## src/rtl/multi_alarm_ctrl.sv

```systemverilog
// Keypad/button control FSM for a multi-alarm clock: sequences digit entry and
// issues shift/load/select strobes to the time and alarm datapath.
module multi_alarm_ctrl #(
  parameter int         NUM_ALARMS  = 4,
  parameter int         DIGITS      = 4,
  parameter int         KEY_TIMEOUT = 10,
  parameter logic [3:0] NO_KEY      = 4'd10,
  parameter int         SEL_W       = $clog2(NUM_ALARMS)
) (
  input  logic                  clk,
  input  logic                  reset,
  input  logic                  one_second,
  input  logic                  time_button,
  input  logic                  alarm_button,
  input  logic [SEL_W-1:0]      alarm_sel,
  input  logic [3:0]            key,
  output logic                  shift,
  output logic                  show_new_time,
  output logic                  show_a,
  output logic [SEL_W-1:0]      alarm_idx,
  output logic [NUM_ALARMS-1:0] load_new_a,
  output logic                  load_new_c,
  output logic                  reset_count,
  output logic                  entry_err,
  output logic [3:0]            digit_count
);

  localparam int TW = $clog2(KEY_TIMEOUT + 1);

  typedef enum logic [2:0] {
    SHOW_TIME, KEY_STORED, KEY_WAITED, KEY_ENTRY,
    SHOW_ALARM, SET_ALARM_TIME, SET_CUR_TIME, ENTRY_ERR
  } state_t;

  state_t           state, state_nxt;
  logic [3:0]       dc_nxt;
  logic [SEL_W-1:0] idx_nxt;
  logic [TW-1:0]    tcnt, tcnt_nxt;
  logic             need_release, need_release_nxt;
  logic             key_valid, timed_out, full, in_entry;

  assign key_valid = (key != NO_KEY) && (key <= 4'd9);
  assign timed_out = (tcnt == TW'(KEY_TIMEOUT));
  assign full      = (digit_count == 4'(DIGITS));
  assign in_entry  = (state == KEY_WAITED) || (state == KEY_ENTRY);

  always_ff @(posedge clk or posedge reset) begin
    if (reset) begin
      state        <= SHOW_TIME;
      digit_count  <= '0;
      alarm_idx    <= '0;
      tcnt         <= '0;
      need_release <= 1'b0;
    end else begin
      state        <= state_nxt;
      digit_count  <= dc_nxt;
      alarm_idx    <= idx_nxt;
      tcnt         <= tcnt_nxt;
      need_release <= need_release_nxt;
    end
  end

  always_comb begin
    state_nxt = state;
    dc_nxt    = digit_count;
    idx_nxt   = alarm_idx;
    case (state)
      SHOW_TIME: begin
        if (alarm_button) begin
          state_nxt = SHOW_ALARM;
          idx_nxt   = alarm_sel;
        end else if (key_valid && !need_release) begin
          state_nxt = KEY_STORED;
          dc_nxt    = 4'd1;
        end
      end
      KEY_STORED: state_nxt = KEY_WAITED;
      KEY_WAITED: begin
        if (timed_out)       state_nxt = SHOW_TIME;
        else if (!key_valid) state_nxt = KEY_ENTRY;
      end
      KEY_ENTRY: begin
        // Commit buttons outrank timeout; alarm outranks time.
        if (alarm_button) begin
          if (full) begin
            state_nxt = SET_ALARM_TIME;
            idx_nxt   = alarm_sel;
          end else begin
            state_nxt = ENTRY_ERR;
          end
        end else if (time_button) begin
          state_nxt = full ? SET_CUR_TIME : ENTRY_ERR;
        end else if (timed_out) begin
          state_nxt = SHOW_TIME;
        end else if (key_valid && !full) begin
          state_nxt = KEY_STORED;
          dc_nxt    = digit_count + 4'd1;
        end
      end
      SHOW_ALARM: if (!alarm_button) state_nxt = SHOW_TIME;
      default:    state_nxt = SHOW_TIME;
    endcase
    if (state_nxt == SHOW_TIME) dc_nxt = '0;
  end

  always_comb begin
    tcnt_nxt = '0;
    if (in_entry) tcnt_nxt = (one_second && !timed_out) ? tcnt + TW'(1) : tcnt;
  end

  // A key still held when entry times out must be released before it counts again.
  always_comb begin
    need_release_nxt = need_release;
    if (!key_valid)
      need_release_nxt = 1'b0;
    else if (in_entry && timed_out && state_nxt == SHOW_TIME)
      need_release_nxt = 1'b1;
  end

  always_comb begin
    shift         = (state == KEY_STORED);
    show_new_time = (state == KEY_STORED) || in_entry;
    show_a        = (state == SHOW_ALARM);
    load_new_a    = (state == SET_ALARM_TIME) ? (NUM_ALARMS'(1) << alarm_idx) : '0;
    load_new_c    = (state == SET_CUR_TIME);
    reset_count   = (state == SET_CUR_TIME);
    entry_err     = (state == ENTRY_ERR);
  end

endmodule

```

## config.mk

```make
export PLATFORM = sky130hd
export DESIGN_NAME = multi_alarm_ctrl
export DESIGN_NICKNAME = d
export VERILOG_FILES = /design/src/rtl/multi_alarm_ctrl.sv
export SDC_FILE = /design/constraint.sdc
export NUM_CORES = 1
export LEC_CHECK = 0
export CAP_MARGIN = 10
export CORE_MARGIN = 2
export CORE_UTILIZATION = 41
export CTS_BUF_LIST = sky130_fd_sc_hd__clkbuf_16
export CTS_CLUSTER_SIZE = 12
export DETAILED_ROUTE_END_ITERATION = 16
export PLACE_DENSITY = 0.8
export SYNTH_ARGS = -nofsm -noshare
export SYNTH_HDL_FRONTEND = slang
export SYNTH_SLANG_ARGS = --single-unit
export TNS_END_PERCENT = 20
```

## constraint.sdc

```tcl
create_clock -name clk -period 1.79 [get_ports clk]
set_input_delay 0.2685 -clock clk [delete_from_list [all_inputs] [get_ports clk]]
set_output_delay 0.2685 -clock clk [all_outputs]
set_load 0.1 [all_outputs]
```

== Word-level counts from Yosys, hierarchy flattened ==
Cells that the tools add are included.
Word-level totals
  bits in registers: 14
  latch bits: 0
  bits in writable memories: 0
  bits in read-only memories: 0
  input port bits: 11
  memories: 0
Cells by class
  add/subtract/negate cells: 2
  $mul: 0
  divide/modulo/power cells: 0
  magnitude comparators: 1
  eq/ne operators: 21
  shift-type cells: 1
  mux-type cells: 29
  bitwise logic cells: 0
  reductions and logical operators: 17
Operators by type and width (number)
  two-way mux 4 bit: 10
  two-way mux 3 bit: 9
  case mux 3 bit (5 select lines): 1
  equality test 3 bit (second input constant): 4
  != test 3 x 2 -> 1 bit (second input constant): 3
  adder 4 x 1 -> 4 bit (second input constant): 2
  two-way mux 2 bit: 4
  case mux 4 bit (2 select lines): 1
  AND reduction 7 bit: 1
  equality test 3 x 2 -> 1 bit (second input constant): 2
  logical AND 1 bit: 6
  zero test 3 bit: 2
  != test 2 bit (second input constant): 3
  != test 3 bit (second input constant): 2
  equality test 4 x 3 -> 1 bit (second input constant): 1
  equality test 4 bit (second input constant): 1
  less-or-equal comparator 4 bit (second input constant): 1
  != test 2 x 1 -> 1 bit (second input constant): 2
  != test 4 bit (second input constant): 1
  case mux 2 bit (2 select lines): 1
  AND reduction 4 bit: 1
  << shifter 1 x 2 -> 4 bit (first input constant): 1
  equality test 3 x 1 -> 1 bit (second input constant): 1
  zero test 1 bit: 3
  5 further kinds: 8

== Depth between registers and ports, before layout ==
Gate-level depths: netlist of the first run.
  word-level depth: 12
  gate-level depth with buffers: 8
  gate-level depth less buffers: 7

== Worst setup path before layout of the first run ==
OpenSTA, ideal clock, no wires.
  path kind: flip-flop to output port
  from: register state[2]
  to: output reset_count
  data arrival time: 3.526 ns
  data required time: 1.521 ns
  path slack: -2.004 ns
  stages on the path, launching flop included: 5
  buffers on the path: 2
  cell sequence: dfrtp_1 -> clkbuf_1 -> inv_2 -> nor3b_1 -> buf_4
Between the ends
  cells in the longest elaborated chain, start to end: 1
RTL lines
  start, declared: RTL line 35  | state_t state, state_nxt;
  start signal, assigned: RTL line 55  | state <= state_nxt;
  equality test 3 bit
  end, declared: RTL line 23  | output logic reset_count,
Every way passes these cells.

== Worst setup path after layout of the first run ==
  from: register digit_count[0]
  to: register digit_count[3]
Between the ends
  cells in the longest elaborated chain, start to end: 11
  elaborated cells on any way between the ends: 26
  classes of those cells: add/sub: 1; eq/ne: 7; mux: 13; reduce/logical: 5
RTL lines
  start, declared: RTL line 25  | output logic [3:0] digit_count
  start signal, assigned: RTL line 56  | digit_count <= dc_nxt;
  equality test 4 x 3 -> 1 bit: RTL line 44  | assign full = (digit_count == 4'(DIGITS));
  zero test 1 bit: RTL line 95  | end else if (key_valid && !full) begin
  logical AND 1 bit: RTL line 95
  two-way mux 3 bit: RTL line 95
  two-way mux 3 bit: RTL line 93  | end else if (timed_out) begin
  two-way mux 3 bit: RTL line 91  | end else if (time_button) begin
  two-way mux 3 bit: RTL line 84  | if (alarm_button) begin
  case mux 3 bit (5 select lines): RTL line 67  | case (state)
  zero test 3 bit: RTL line 103  | if (state_nxt == SHOW_TIME) dc_nxt = '0;
  != test 3 bit (no source line), or another cell as far along
  AND reduction 7 bit (no source line)
Several ways; a longest one is shown, not always the timed one. The select of a mux whose other input is x is not followed.
A chain may end at the register's enable or synchronous reset.

==> metrics.yaml, run 1 <==
run_status:
  status: "finished clean"
route:
  vias: 898
  drt_iter0_markers: 19
  avgRoutedWirePerCell_um: 14.57
  drcViolationCount: 0
  via_per_inst: 5.314
  drtAntennaViolNets: 0
  drt-total-wl_um: 2462
  firstDrtPassIters: 4
cts:
  numClockSinks: 14
  clock_path_buffers: 2
  cts_tree: "built"
  cts_max_level: 1
  insertion_delay_ns: 0.24
  numCtsBuffers: 3
  hold_buffers: 0
  cts.clk_slew.worst_paths_ns: 0.04
  clock-root-buffer: "clkbuf_16"
worst_setup_path:
  cp_slowest_stage_delay_ns: 0.42
  start_kind: "flip-flop"
  r2r-start: "digit_count[0]"
  reg2reg_slack_ns: 0.005
  ff2ff_path_depth: 9
  critical_path.top_delay_family: "simple AND/OR/NAND/NOR gates"
  cp_cell_sequence: "inv_4 -> ha_4 -> and3b_2 -> buf_6 -> nor3_4 -> buf_4 -> nand4_1 -> xor2_1 -> nor2_1"
  path_depth: 9
  cp-endpoint: "digit_count[3]"
  worstPathRequired_ns: 1.91
  cp_max_fo: 6
  crit_arrival_ns: 1.91
  r2r-end: "digit_count[3]"
  cp_num_buf_inv: 3
  crit_path_start: "digit_count[0]"
  endpoint_kind: "flip-flop"
  critical_path_class: "reg2reg"
  slowest_stage: "dfrtp_4"
layout:
  area_growth_pct: 82.99
  stdcell_area_um2: 1669
  diodes: 0
  final_layout_size_suffix_gt1_frac: 0.4681
  seq_area_um2: 364.1
  multi_input_area_um2: 615.6
  final_cell_mix: "buf_12, buf_4, nor2_1, clkdlybuf4s50_1, dfrtp_1"
  nNetsFinal: 157
  n_fill_cell: 135
sta:
  final.setup_skew_ns: 0.004031
  fmax_ghz: 0.5602
  setup_violations: 0
  min_period_ns: 1.785
  fin_crit_sh: 0.9973
  slew_viol_final: 0
  slew_headroom: 0.6670
  rsz0062_at_grt: "true"
  tightestPinTransition_ns: 0.4990
  hold_viol_final: 0
  worst_hold_slack_ns: 0.3512
logic_synthesis:
  ys.warnings.count: 0
  synth_top_area_frac: 0.3841
  synth_ff_type: "dfrtp_1"
  netlist_top_cells_area: "dfrtp_1, nor2_1, ha_1"
  syn_area_um2: 912.1
  synth_cells: 100
  synth_enable_flop_cells: 0
  synth-seq-cells: 14
  synth_area_leader_cell: "dfrtp_1"
  syn_area_per_cell_um2: 9.121
  synthDistinctLibCells: 37
  synthArstFlopShare: 1.000
  syn-num-nets: 115
  synth_seq_area_share: 0.3841
floorplan:
  row_count: 17
  die_h_um: 51.17
  pin_count: 27
  die_w_um: 51.17
  dieArea_um2: 2618
  initial_utilization: 0.4246
  core_area_um2: 2148
worst_hold_path:
  holdCritPathClass: "in2async"
power:
  seqPwrFrac: 0.191
  netSwitchingPower_mw: 1.442
  cellLeakagePower_nw: 0.7116
  powerDensity_nw_per_um2: 1756
  clkPwrFrac: 0.141
  swShare: 0.4919
  peakVddDrop_uv: 1099
  p_int_mw: 1.489
  p_comb_frac: 0.668
global_routing:
  grt_usage: 0.2027
  grt_pass1_wl_um: 3864
  gr-total-overflow: 0
  antenna_found_initial: 0
  grt_pass1_vias: 927
  grt_max_degree: 15
place:
  placed_cell_area_um2: 1518
  dp_hpwl_um: 1843
  port_buffers: 25
  gp_congestion: 0.8458
run:
  maxCapViolations: 0
==> stage by stage <==
| stage | TNS, ns | setup slack (ns) | utilization | cells | power, mW |
|---|---|---|---|---|---|
| floorplan | -1.189 | -0.1910 | - | 100 | 1.753 |
| global placement | -0.07208 | -0.02702 | 0.7065 | 163 | 2.322 |
| detailed placement | -0.3517 | -0.08220 | 0.7065 | 163 | 2.378 |
| CTS | -0.04452 | -0.02539 | 0.7583 | 168 | 2.870 |
| global route | -0.2518 | -0.07594 | 0.7769 | 169 | 3.051 |
| finish | 0 | 0.004897 | 0.7769 | 169 | 2.931 |
==> state kept, by name, summed over array words and instances (netlist names) <==
name / count
digit_count: 4
tcnt: 4
state: 3
alarm_idx: 2
need_release: 1
==> power groups by stage <==
stage                     logic [mW]  clock network, mW  registers, mW
after floorplan                0.980                  0          0.773
after global placement          1.78                  0          0.541
after detailed placement        1.82                  0          0.553
after CTS                       1.90              0.423          0.549
after global routing            2.04              0.439          0.575
final                           1.96              0.413          0.561
==> per-layer routing <==
layer,vias to the layer above,routed length (um),track usage
li1,432,-,-
met1,428,1009,0.2243
met2,27,1257,0.3506
met3,11,106,0.03216
met4,0,88,0.1441
met5,-,0,0
==> cell families (layout without fill, tap and decap cells) <==
group / after synthesis / after routing / share of synthesized area
simple gates: 47 / 47 / 0.2730
mux: 3 / 3 / 0.03566
buf+inv: 12 / 53 / 0.06172
compound gates: 15 / 15 / 0.1427
fa+ha+maj: 4 / 4 / 0.05487
xor+xnor: 5 / 5 / 0.04801
flops: 14 / 14 / 0.3841
==> cells in the mapped netlist, types with 2 or more instances <==
| library cell | instances |
|---|---|
| dfrtp_1 | 14 |
| nand3_1 | 3 |
| nand4_1 | 3 |
| nor3_1 | 2 |
| ha_1 | 4 |
| a21oi_1 | 3 |
| and3_1 | 3 |
| nand2_1 | 5 |
| nor2_1 | 18 |
| nor3b_1 | 4 |
| xor2_1 | 4 |
| clkbuf_1 | 3 |
| mux2_1 | 2 |
| and2_1 | 2 |
| a211o_1 | 2 |
| a211oi_2 | 2 |
| inv_1 | 6 |
==> worst min-delay path by stage <==
| stage | cells after the start | slack (ns) | from | end |
|---|---|---|---|---|
| final | 2 | 0.35 | reset | digit_count[1] |
| after global routing | 2 | 0.40 | reset | digit_count[1] |
| after CTS | 2 | 0.37 | reset | digit_count[1] |
| after detailed placement | 2 | 0.53 | need_release | need_release |
| after global placement | 2 | 0.52 | need_release | need_release |
| after floorplan | 1 | 0.16 | reset | need_release |
==> final cells by class <==
class	count	share of cell area
Multi-Input combinational cell	74	0.3688
Timing Repair Buffer	42	0.3246
Sequential cell	14	0.2181
Clock buffer	3	0.04498
Tap cell	28	0.02099
Inverter	7	0.02024
Clock inverter	1	0.002249
==> worst register-to-register path: cells and delay by family, from the launching register on <==
kind	cells	cell delay, ns
and+or+nand+nor	4	0.59
xor gates and xnor gates	1	0.20
buffers and inverters	3	0.32
adders and majority gates	1	0.15
DFF	1	0.42
==> what timing repair did <==
action,CTS,global route
setup endpoints to repair,6,10
pin swaps,4,5
gates resized for setup,5,9
setup buffers,1,1
cloned,0,0
endpoints found under the hold margin,0,0
Power figures use the tool's default switching activity.
==> run 2, diff against run 1 <==
--- a/config.mk
+++ b/config.mk
@@ -7,11 +7,11 @@
 export LEC_CHECK = 0
 export CAP_MARGIN = 10
 export CORE_MARGIN = 2
-export CORE_UTILIZATION = 41
+export CORE_UTILIZATION = 49
 export CTS_BUF_LIST = sky130_fd_sc_hd__clkbuf_16
 export CTS_CLUSTER_SIZE = 12
 export DETAILED_ROUTE_END_ITERATION = 16
-export PLACE_DENSITY = 0.8
+export PLACE_DENSITY = 0.89
 export SYNTH_ARGS = -nofsm -noshare
 export SYNTH_HDL_FRONTEND = slang
 export SYNTH_SLANG_ARGS = --single-unit
==> constraint.sdc (replaced) <==
create_clock -name clk -period 2.2 [get_ports clk]
set_input_delay 0.33 -clock clk [delete_from_list [all_inputs] [get_ports clk]]
set_output_delay 0.33 -clock clk [all_outputs]
set_load 0.1 [all_outputs]
==> metrics.yaml, run 2 (synthesis gave the netlist of run 1 again) <==
route:
  drtAntennaViolNets: 0  # unchanged
  drt-total-wl_um: 2166  # -12%
  avgRoutedWirePerCell_um: 14.54  # -0.21%
  firstDrtPassIters: 4  # unchanged
  drt_iter0_markers: 28  # +9
  drcViolationCount: 0  # unchanged
  via_per_inst: 5.651  # +6.3%
  vias: 842  # -6.2%
worst_setup_path:
  ff2ff_path_depth: 7  # -2
  start_kind: "flip-flop"
  crit_arrival_ns: 1.71  # -0.20 ns
  worstPathRequired_ns: 1.87  # -0.04 ns
  cp_max_fo: 9  # +3
  endpoint_kind: "output pin"
  critical_path_class: "reg2out"
sta:
  fin_crit_sh: 0.9261
  fmax_ghz: 0.4908
  setup_slack_ns: 0.1625  # +0.1576 ns
  tightestPinTransition_ns: 0.4896  # -0.009363 ns
  final.setup_skew_ns: 0.002440  # -0.001592 ns
  hold_viol_final: 0  # unchanged
  slew_headroom: 0.6732  # +0.006249
  min_period_ns: 2.037
  rsz0062_at_grt: "false"
  setup_violations: 0  # unchanged
  slew_viol_final: 0  # unchanged
power:
  cellLeakagePower_nw: 0.5976  # -16%
  powerDensity_nw_per_um2: 1470  # -16%
  p_int_uw: 946.3  # -36%
  power_mw: 1.999  # -32%
  swShare: 0.5266  # +0.03469
  p_comb_frac: 0.597  # -0.071
  peakVddDrop_uv: 976.7  # -11%
  clkPwrFrac: 0.171  # +0.030
  seqPwrFrac: 0.232  # +0.041
  netSwitchingPower_mw: 1.052  # -27%
layout:
  layout.cells.most_common: "nor2_1"
  area_growth_pct: 49.11
  final_layout_size_suffix_gt1_frac: 0.2339  # -0.2342
  fin_util: 0.7792  # +0.002274
  diodes: 0  # unchanged
  stdcell_area_um2: 1360  # -19%
  n_fill_cell: 114  # -16%
  reg_top3: "digit_count (4), tcnt (4), state (3)"
  final_cell_mix: "nor2_1, dfrtp_1, buf_12, clkdlybuf4s50_1"
  stdcell_count: 149  # -12%
  nNetsFinal: 140  # -11%
cts:
  cts_max_level: 1  # unchanged
  insertion_delay_ns: 0.24  # about the same
  cts_tree: "built"
  cts_resized: 0  # -5
  hold_buffers: 0  # unchanged
  numCtsBuffers: 3  # unchanged
  cts.clk_slew.worst_paths_ns: 0.05  # about the same
  cts_setup_buffers: 0  # -1
  numClockSinks: 14  # unchanged
  clock-root-buffer: "clkbuf_16"
  clock_path_buffers: 2  # unchanged
place:
  place_worst_setup_slack_ns: 0.2107  # +0.2929 ns
  gp_congestion: 0.8666  # +2.5%
  placed_cell_area_um2: 1276  # -16%
  dp_hpwl_um: 1583  # -14%
  port_buffers: 25  # unchanged
  place_inst: 145  # -11%
global_routing:
  grt_pass1_wl_um: 3422  # -11%
  gr-total-overflow: 0  # unchanged
  grt_max_degree: 15  # unchanged
  grt_pass1_vias: 758  # -18%
  antenna_found_initial: 0  # unchanged
  grt_usage: 0.2285  # +0.02576
run_status:
  status: "finished clean"
worst_hold_path:
  holdCritPathClass: "in2async"
floorplan:
  row_count: 15  # -2
  die_h_um: 47.15  # -7.9%
  core_area_um2: 1745  # -19%
  pin_count: 27  # unchanged
  die_w_um: 47.15  # -7.9%
  dieArea_um2: 2223  # -15%
  initial_utilization: 0.5226  # +0.09800
run:
  maxCapViolations: 0  # unchanged
## run 2: cell count changes in the layout (fill, tap and decap cells not counted), moves of 5 or more
cell / delta
buf_4: -10
nor2_1: +5
buf_12: -6
dfrtp_1: +7
dfrtp_2: -5
## run 2: final cells by class
cell class,instances,area (um^2),area share
multi-input combinational,74,538.0,0.3956
clock buffer,3,75.07,0.05520
inverter,7,26.28,0.01932
timing repair buffer,25,335.3,0.2466
tap,25,31.28,0.02300
clock inverter,1,3.754,0.002760
sequential,14,350.3,0.2576
## run 2: final timing paths
kind                               start             end  slack, ns
worst max-delay path            state[2]   load_new_a[2]       0.16
worst min-delay path               reset  digit_count[0]       0.41
worst max register to register   tcnt[0]  digit_count[0]       0.27
worst min register to register   tcnt[3]         tcnt[3]       0.56
max in group asynchronous          reset        state[0]       1.46
min in group clk                 tcnt[3]         tcnt[3]       0.56
## run 2: routing by layer
metal,routed length [um],vias to the layer above,share of wire,track usage
met5,0,-,0,0
met4,42,0,0.019,0.1222
met1,912,402,0.42,0.3017
met2,1107,39,0.51,0.3699
li1,-,395,-,-
met3,103,6,0.048,0.02308
## run 2: power groups by stage
stage / Clock (mW) / Combinational, mW / Sequential, mW
after floorplan: 0 / 0.711 / 0.603
after global placement: 0 / 1.16 / 0.455
after detailed placement: 0 / 1.18 / 0.464
after CTS: 0.344 / 1.20 / 0.460
after global routing: 0.354 / 1.26 / 0.479
final: 0.341 / 1.19 / 0.463
## run 2: worst max-delay path, cell delays in order, from the launching register on
cell,delay (ns)
dfrtp_1,0.53
inv_2,0.14
nor3b_2,0.29
nand2_1,0.10
nor2_1,0.20
buf_12,0.21
## run 2: metrics by stage
stage	hold slack, ns	TNS, ns
after floorplan	0.2192	-2.383
after global placement	0.5244	0
after detailed placement	0.5320	0
after CTS	0.4276	0
after global routing	0.5017	0
final	0.4072	0
==> run 3, diff against run 2 <==
--- a/config.mk
+++ b/config.mk
@@ -7,11 +7,11 @@
 export LEC_CHECK = 0
 export CAP_MARGIN = 10
 export CORE_MARGIN = 2
-export CORE_UTILIZATION = 49
+export CORE_UTILIZATION = 41
 export CTS_BUF_LIST = sky130_fd_sc_hd__clkbuf_16
 export CTS_CLUSTER_SIZE = 12
 export DETAILED_ROUTE_END_ITERATION = 16
-export PLACE_DENSITY = 0.89
+export PLACE_DENSITY = 0.8
 export SYNTH_ARGS = -nofsm -noshare
 export SYNTH_HDL_FRONTEND = slang
 export SYNTH_SLANG_ARGS = --single-unit
==> constraint.sdc (replaced) <==
create_clock -name clk -period 1.6 [get_ports clk]
set_input_delay 0.24 -clock clk [delete_from_list [all_inputs] [get_ports clk]]
set_output_delay 0.24 -clock clk [all_outputs]
set_load 0.1 [all_outputs]
==> metrics.yaml, run 3 (synthesis gave the netlist of run 1 again) <==
worst_setup_path:
  worstPathRequired_ns: 1.71  # -0.16 ns
  slowest_stage: "dfrtp_4"
  cp_num_buf_inv: 1  # -1
  r2r-start: "digit_count[0]"
  crit_path_start: "digit_count[0]"
  crit_arrival_ns: 1.98  # +0.27 ns
  critical_path_class: "reg2reg"
  crit_top_cell: "a211oi_2"
  critical_path.top_delay_family: "simple AND/OR/NAND/NOR gates"
  start_kind: "flip-flop"
  cp_cell_sequence: "inv_2 -> ha_4 -> and3b_2 -> o2bb2ai_1 -> a211oi_2 -> nor3b_4 -> a211oi_2"
  cp_slowest_stage_delay_ns: 0.47  # -0.06 ns
  cp_max_fo: 6  # -3
  endpoint_kind: "flip-flop"
layout:
  nNetsFinal: 171  # +22%
  area_growth_pct: 98.35
  layout.cells.most_common: "buf_4"
  diodes: 0  # unchanged
  stdcell_area_um2: 1809  # +33%
  final_cell_mix: "buf_4, buf_12, nor2_1, clkdlybuf4s50_1"
  reg_top3: "digit_count (4), tcnt (4), state (3)"
  final_layout_size_suffix_gt1_frac: 0.5742  # +0.3403
floorplan:
  core_area_um2: 2148  # +23%
  initial_utilization: 0.4246  # -0.09800
  die_w_um: 51.17  # +8.5%
  pin_count: 27  # unchanged
  dieArea_um2: 2618  # +18%
  row_count: 17  # +2
  die_h_um: 51.17  # +8.5%
place:
  port_buffers: 25  # unchanged
  dp_hpwl_um: 1993  # +26%
  placed_cell_area_um2: 1578  # +24%
  gp_congestion: 0.8669  # about the same
route:
  via_per_inst: 5.574  # -1.4%
  drtAntennaViolNets: 0  # unchanged
  avgRoutedWirePerCell_um: 17.75  # +22%
  drt_iter0_markers: 26  # -7.1%
  firstDrtPassIters: 4  # unchanged
  drt-total-wl_um: 3248  # +50%
  drcViolationCount: 0  # unchanged
  vias: 1020  # +21%
sta:
  hold_viol_final: 0  # unchanged
  final.setup_skew_ns: 0.004375  # +0.001935 ns
  tightestPinTransition_ns: 0.5026  # +0.01303 ns
  setup_slack_ns: -0.2688  # -0.4313 ns
  slew_headroom: 0.6646  # -0.008695
  fin_crit_sh: 1.168
  rsz0062_at_grt: "true"
  min_period_ns: 1.869
  fmax_ghz: 0.5351
  setup_violations: 18  # +18
  slew_viol_final: 0  # unchanged
cts:
  hold_buffers: 0  # unchanged
  cts.clk_slew.worst_paths_ns: 0.04  # about the same
  cts_max_level: 1  # unchanged
  clock-root-buffer: "clkbuf_16"
  cts_tree: "built"
  numCtsBuffers: 3  # unchanged
  numClockSinks: 14  # unchanged
  clock_path_buffers: 2  # unchanged
  insertion_delay_ns: 0.24  # about the same
worst_hold_path:
  holdCritPathClass: "in2async"
power:
  powerDensity_nw_per_um2: 1933  # +32%
  seqPwrFrac: 0.189  # -0.043
  cellLeakagePower_nw: 0.7816  # +31%
  peakVddDrop_uv: 1559  # +60%
  p_comb_frac: 0.680  # +0.083
  p_int_mw: 1.778  # +88%
  swShare: 0.4916  # -0.03493
  power_mw: 3.497  # +75%
  netSwitchingPower_mw: 1.719  # +63%
  clkPwrFrac: 0.131  # -0.040
global_routing:
  grt_pass1_vias: 1036  # +37%
  antenna_found_initial: 0  # unchanged
  grt_max_degree: 15  # unchanged
  grt_usage: 0.2682  # +0.03974
  gr-total-overflow: 0  # unchanged
  grt_pass1_wl_um: 5071  # +48%
run:
  maxCapViolations: 0  # unchanged
run_status:
  violations: "setup timing"
  status: "finished, violations left"
## run 3: cell types whose count changed in the layout (fill, tap and decap cells not counted), moves of 3 or more
cell and change:
nor3b_4 +3, dfrtp_1 -8, dfrtp_2 +6, buf_12 +6, nor3b_2 -3, nor2_2 +4, buf_4 +24, nor2_1 -6
## run 3: final timing paths
kind / cells past startpoint / endpoint / slack (ns)
worst max-delay path: 7 / digit_count[0] / -0.27
worst min-delay path: 2 / digit_count[1] / 0.33
worst max register to register: 7 / digit_count[0] / -0.27
worst min register to register: 2 / tcnt[3] / 0.55
max in group asynchronous: 2 / digit_count[0] / 0.89
min in group clk: 2 / tcnt[3] / 0.55
## run 3: metal layers
layer,global-route usage,part of all wire,up-vias
met5,0,0,-
met4,0.1441,0.046,0
met3,0.03801,0.045,20
met2,0.4697,0.51,48
met1,0.3140,0.40,491
li1,-,-,461
## run 3: power groups by stage
stage	Sequential (mW)	Clock, mW	Combinational (mW)
finish	0.660	0.457	2.38
global route	0.675	0.486	2.47
CTS	0.637	0.466	2.30
detailed placement	0.630	0	2.08
global placement	0.613	0	2.01
floorplan	0.865	0	1.09
## run 3: layout make-up
class	count	area (um^2)
Multi-Input combinational cell	74	654.4
Timing Repair Buffer	56	646.9
Sequential cell	14	365.4
Fill cell	107	339.1
Clock buffer	3	75.07
Tap cell	28	35.03
Inverter	7	28.78
Clock inverter	1	3.754
## run 3: timing repair
action | in CTS | in global routing
pin swaps | 13 | 14
setup endpoints to repair | 16 | 20
endpoints found under the hold margin | 0 | 0
setup buffers | 8 | 0
resized for setup | 13 | 9
gates cloned | 0 | 0
## run 3: through the flow
step / utilization / TNS (ns) / instances / hold slack (ns) / worst slack, ns
6_report: 0.8422 / -2.201 / 183 / 0.3288 / -0.2688
3_5_place_dp: 0.7344 / -1.371 / 171 / 0.5495 / -0.2526
5_1_grt: 0.8422 / -3.688 / 183 / 0.3880 / -0.3994
2_1_floorplan: - / -3.181 / 100 / 0.1290 / -0.3525
4_1_cts: 0.8224 / -1.447 / 183 / 0.3513 / -0.1848
3_3_place_gp: 0.7344 / -0.9770 / 171 / 0.5312 / -0.1789
